File: src/rtl/y_pc_fetch_if.sv
// Fetch-side bundle for the PC stage: the downstream handshake, the next-PC
// controls in, and the presented PC, PC+4, valid flag and accept count out.
interface y_pc_fetch_if #(
  parameter int unsigned WIDTH = 32
);
  logic             ready;
  logic             branch;
  logic             zero;
  logic [15:0]      imm;
  logic             jump;
  logic [25:0]      jtarget;
  logic [WIDTH-1:0] pc;
  logic [WIDTH-1:0] pc_plus4;
  logic             valid;
  logic [31:0]      count;

  modport master (
    output ready, branch, zero, imm, jump, jtarget,
    input  pc, pc_plus4, valid, count
  );

  modport slave (
    input  ready, branch, zero, imm, jump, jtarget,
    output pc, pc_plus4, valid, count
  );
endinterface

File: src/rtl/y_pc_fetch.sv
// Program-counter stage: holds the PC, presents it with PC+4, and advances it
// through the sequential / branch / jump select chain on each accepted cycle.
module y_pc_fetch #(
  parameter int unsigned     WIDTH    = 32,
  parameter logic [WIDTH-1:0] RESET_PC = 32'h0000_0080
) (
  input  logic         clk,
  input  logic         reset,
  y_pc_fetch_if.slave  bus
);

  typedef enum logic {
    BOOT,
    RUN
  } state_e;

  state_e           state_q, state_d;
  logic [WIDTH-1:0] pc_q, pc_d;
  logic [31:0]      count_q, count_d;

  logic             advance;
  logic [WIDTH-1:0] seq_pc;
  logic [WIDTH-1:0] imm_ext;
  logic [WIDTH-1:0] branch_pc;
  logic [WIDTH-1:0] jump_pc;
  logic [WIDTH-1:0] next_pc;

  assign seq_pc    = pc_q + WIDTH'(4);
  assign imm_ext   = {{(WIDTH-16){bus.imm[15]}}, bus.imm};
  assign branch_pc = seq_pc + {imm_ext[WIDTH-3:0], 2'b00};
  assign jump_pc   = {seq_pc[WIDTH-1:WIDTH-4], bus.jtarget, 2'b00};

  // Jump outranks a taken branch, so zero is irrelevant whenever jump is set.
  always_comb begin
    next_pc = seq_pc;
    if (bus.jump) begin
      next_pc = jump_pc;
    end else if (bus.branch && bus.zero) begin
      next_pc = branch_pc;
    end
  end

  assign advance = (state_q == RUN) && bus.ready;

  always_comb begin
    state_d = state_q;
    pc_d    = pc_q;
    count_d = count_q;
    case (state_q)
      BOOT:    state_d = RUN;
      RUN:     state_d = RUN;
      default: state_d = BOOT;
    endcase
    if (advance) begin
      pc_d    = next_pc;
      count_d = count_q + 32'd1;
    end
  end

  always_ff @(posedge clk) begin
    if (reset) begin
      state_q <= BOOT;
      pc_q    <= RESET_PC;
      count_q <= '0;
    end else begin
      state_q <= state_d;
      pc_q    <= pc_d;
      count_q <= count_d;
    end
  end

  assign bus.pc       = pc_q;
  assign bus.pc_plus4 = seq_pc;
  assign bus.valid    = (state_q == RUN);
  assign bus.count    = count_q;

endmodule

File: src/flat_wrapper.sv
// flat-port wrapper written by rule: the top's interface ports become plain ports
module y_pc_fetch_flat 
#(
  parameter int unsigned     WIDTH    = 32,
  parameter logic [WIDTH-1:0] RESET_PC = 32'h0000_0080
)
  (clk, reset, bus_ready, bus_branch, bus_zero, bus_imm, bus_jump, bus_jtarget, bus_pc, bus_pc_plus4, bus_valid, bus_count);
  y_pc_fetch_if #(.WIDTH(WIDTH)) bus_i ();
  input  logic clk;
  input  logic reset;
  input wire logic [$bits(bus_i.ready)-1:0] bus_ready;
  input wire logic [$bits(bus_i.branch)-1:0] bus_branch;
  input wire logic [$bits(bus_i.zero)-1:0] bus_zero;
  input wire logic [$bits(bus_i.imm)-1:0] bus_imm;
  input wire logic [$bits(bus_i.jump)-1:0] bus_jump;
  input wire logic [$bits(bus_i.jtarget)-1:0] bus_jtarget;
  output wire logic [$bits(bus_i.pc)-1:0] bus_pc;
  output wire logic [$bits(bus_i.pc_plus4)-1:0] bus_pc_plus4;
  output wire logic [$bits(bus_i.valid)-1:0] bus_valid;
  output wire logic [$bits(bus_i.count)-1:0] bus_count;
  assign bus_i.ready = bus_ready;
  assign bus_i.branch = bus_branch;
  assign bus_i.zero = bus_zero;
  assign bus_i.imm = bus_imm;
  assign bus_i.jump = bus_jump;
  assign bus_i.jtarget = bus_jtarget;
  assign bus_pc = bus_i.pc;
  assign bus_pc_plus4 = bus_i.pc_plus4;
  assign bus_valid = bus_i.valid;
  assign bus_count = bus_i.count;
  y_pc_fetch #(.WIDTH(WIDTH), .RESET_PC(RESET_PC)) u_core (.clk(clk), .reset(reset), .bus(bus_i));
endmodule
File: config.mk
export PLATFORM = sky130hd
export DESIGN_NAME = y_pc_fetch_flat
export DESIGN_NICKNAME = d
export VERILOG_FILES = /design/src/rtl/y_pc_fetch_if.sv /design/src/rtl/y_pc_fetch.sv /design/src/flat_wrapper.sv
export SDC_FILE = /design/constraint.sdc
export NUM_CORES = 1
export LEC_CHECK = 0
export CAP_MARGIN = 20
export CORE_MARGIN = 4
export CORE_UTILIZATION = 30
export DETAILED_ROUTE_END_ITERATION = 10
export PLACE_DENSITY = 0.59
export SYNTH_ARGS = -nofsm -noshare
export SYNTH_HDL_FRONTEND = slang
export SYNTH_SLANG_ARGS = --single-unit
File: constraint.sdc
create_clock -name clk -period 4.5 [get_ports clk]
set_clock_uncertainty 0.1 [all_clocks]
set_input_delay 0.9 -clock clk [delete_from_list [all_inputs] [get_ports clk]]
set_output_delay 0.9 -clock clk [all_outputs]
set_load 0.05 [all_outputs]
==> results_dict.tcl <==
set metrics [dict create \
    status "finished clean" \
    worstSetupStartpointType "register" \
    dp_hpwl_um 12800 \
    wl_um 16800 \
    clk_path_buf_depth 2 \
    drcViolationCount 0 \
    antenna_found_initial 0 \
    cts_made_buffers 9 \
    core_area_um2 16600 \
    synth.cell_area_um2 5120 \
    grt_pass1_vias 5159 \
    fin_nets 904 \
    layout_common_cells "clkdlybuf4s50_1, nand2_1, nor2_1, dfxtp_1, a21oi_1" \
    ys.warnings.count 0 \
    diodes 0 \
    synth_edf_count 0 \
    fin_util_pct 43.0 \
    cts.sinks 63 \
    final_common_cell "clkdlybuf4s50_1" \
    setup_viol 0 \
    first_iter_violations 287 \
    hold_viol 0 \
    synth_seq_cells 63 \
    cts_tree "done" \
    min_path_type "register to register" \
    crit_start "u_core.bus.pc[12]$_SDFFE_PP0P_" \
    initial_core_util_pct 30.7 \
    arrival_ns 3.37 \
    slew_headroom_pct 51.6 \
    r2r-start "u_core.bus.pc[12]$_SDFFE_PP0P_" \
    io_buffer_count 140 \
    via_per_inst 5.13 \
    syn_avg_cell_area_um2 7.52 \
    synthArstFlopShare_pct 0 \
    period_minus_slack_ns 4.37 \
    cp_data_required_time_ns 3.50 \
    grt-ovfl-total 0 \
    rows 47 \
    clock_latency_ns 0.34 \
    worstMarginPinSlew_ns 0.721 \
    fin_area_um2 7160 \
    fill_cells 1710 \
    die_y_um 139 \
    drive_above_1_share_pct 6.44 \
    p_leak_nw 2.87 \
    syn_inst 680 \
    synth-seq-area-share_pct 24.7 \
    cts-root-buf "clkbuf_16" \
    fmax_mhz 229 \
    dieArea_um2 19200 \
    rsz0062_at_grt "false" \
    end_kind "output pin" \
    gp_congestion 0.884 \
    critPathKind "register to output pin" \
    htreeDepth 3 \
    die_w_um 139 \
    grt_first_pass_wirelength_um 27200 \
    ys.flop_type "dfxtp_1" \
    drv_cap 0 \
    postRouteAntennaNets 0 \
    power.density_nw_per_um2 266 \
    hp-start "u_core.bus.count[13]$_SDFFE_PP0P_" \
    grt_max_degree 44 \
    drtPass1Iterations 4 \
    clkTransAtPathRegs_ns 0.06 \
    grtUsageTotal_pct 17.2 \
    slew_violations 0 \
    dpl_cell_area_um2 6830 \
    boundaryPins 145 \
    routed-via-count 5351 \
    yosysUniqueCellTypes 68 \
    crit_fanout 6 \
    area_growth_pct 40.0 \
    wl_per_cell_um 16.1 \
    worst_ir_drop_vdd_mv 0.176 \
    min_period_over_period_pct 97.1 \
]
## path summary, 6_finish.rpt
path	to	slack (ns)	cells past startpoint
setup reg to reg	u_core.bus.pc[31]$_SDFFE_PP0P_	0.28	15
hold reg to reg	u_core.bus.count[13]$_SDFFE_PP0P_	0.40	2
hold / removal	u_core.bus.count[13]$_SDFFE_PP0P_	0.40	2
setup / recovery	bus_pc_plus4[29]	0.13	6
## state kept, by name, summed over array words and instances, names as in the netlist
register          flops
u_core.bus.pc        30
u_core.bus.valid      1
u_core.bus.count     32
## metal layers
layer | part of all wire, % | routed length [um] | up-vias | GRT usage, %
met4 | 1.9 | 318 | 0 | 5.77
met3 | 5.3 | 881 | 19 | 3.52
li1 | - | - | 2717 | -
met2 | 45 | 7550 | 129 | 27.3
met1 | 48 | 8020 | 2486 | 23.4
met5 | 0 | 0 | - | 0
## cells by family (layout without fill, tap and decap cells)
group                    after synthesis  in the layout  synth area share [%]
AND/OR/NAND/NOR                      276            276                  25.6
buffers and inverters                 47            187                  3.89
adder cells (fa/ha/maj)               38             38                  9.44
other                                  1              4                0.0733
flip-flops                            63             63                  24.7
multiplexers                           4              4                 0.807
AO/OA/AOI/OAI                        173            173                  22.2
XOR/XNOR                              78             78                  13.4
## where the power goes
group          switching, mW  leakage, nW  internal, mW
sequential            0.0221        0.511         0.573
clock                  0.299        0.161         0.492
combinational          0.317         2.19         0.202
## worst max-delay path, stage by stage (launching register included)
cell	delay, ns
dfxtp_1	0.49
and4_1	0.34
nand4_2	0.24
nor4_4	0.48
and3_2	0.30
xor2_1	0.29
clkdlybuf4s50_1	0.87
## cell usage after synthesis, drive strengths merged, types with 13 or more instances
cell type	count	area (um^2)
nand3	38	195
a21oi	51	255
a21o	17	128
xor2	36	315
xnor2	42	368
nand2	87	327
nor3	13	70.1
and3	15	105
inv	16	60.1
nor2	80	300
ha	37	463
dfxtp	63	1260
clkbuf	20	75.1
o21ai	29	145
## per-stage QoR
stage / hold WS (ns) / instances / power (mW) / TNS (ns) / setup slack [ns]
global placement: 0.385 / 1027 / 1.13 / 0 / 0.342
CTS: 0.404 / 1043 / 1.92 / 0 / 0.104
floorplan: 0.599 / 683 / 0.950 / -0.00674 / -0.00674
detailed placement: 0.392 / 1027 / 1.12 / 0 / 0.286
finish: 0.404 / 1043 / 1.90 / 0 / 0.131
global route: 0.430 / 1043 / 1.99 / 0 / 0.0168
## final cells by class
type,instances,area [um^2],area share (%)
Multi-Input combinational cell,573,3730,52.0
Timing Repair Buffer,155,1510,21.1
Sequential cell,63,1260,17.6
Tap cell,220,275,3.84
Clock buffer,9,225,3.14
Clock inverter,7,104,1.45
Inverter,16,60.1,0.838
## what timing repair did
item,CTS,global route
buffers inserted,0,0
resized for setup,2,2
endpoints found under the setup margin,2,2
hold buffers,0,0
Power figures use the tool's default switching activity.
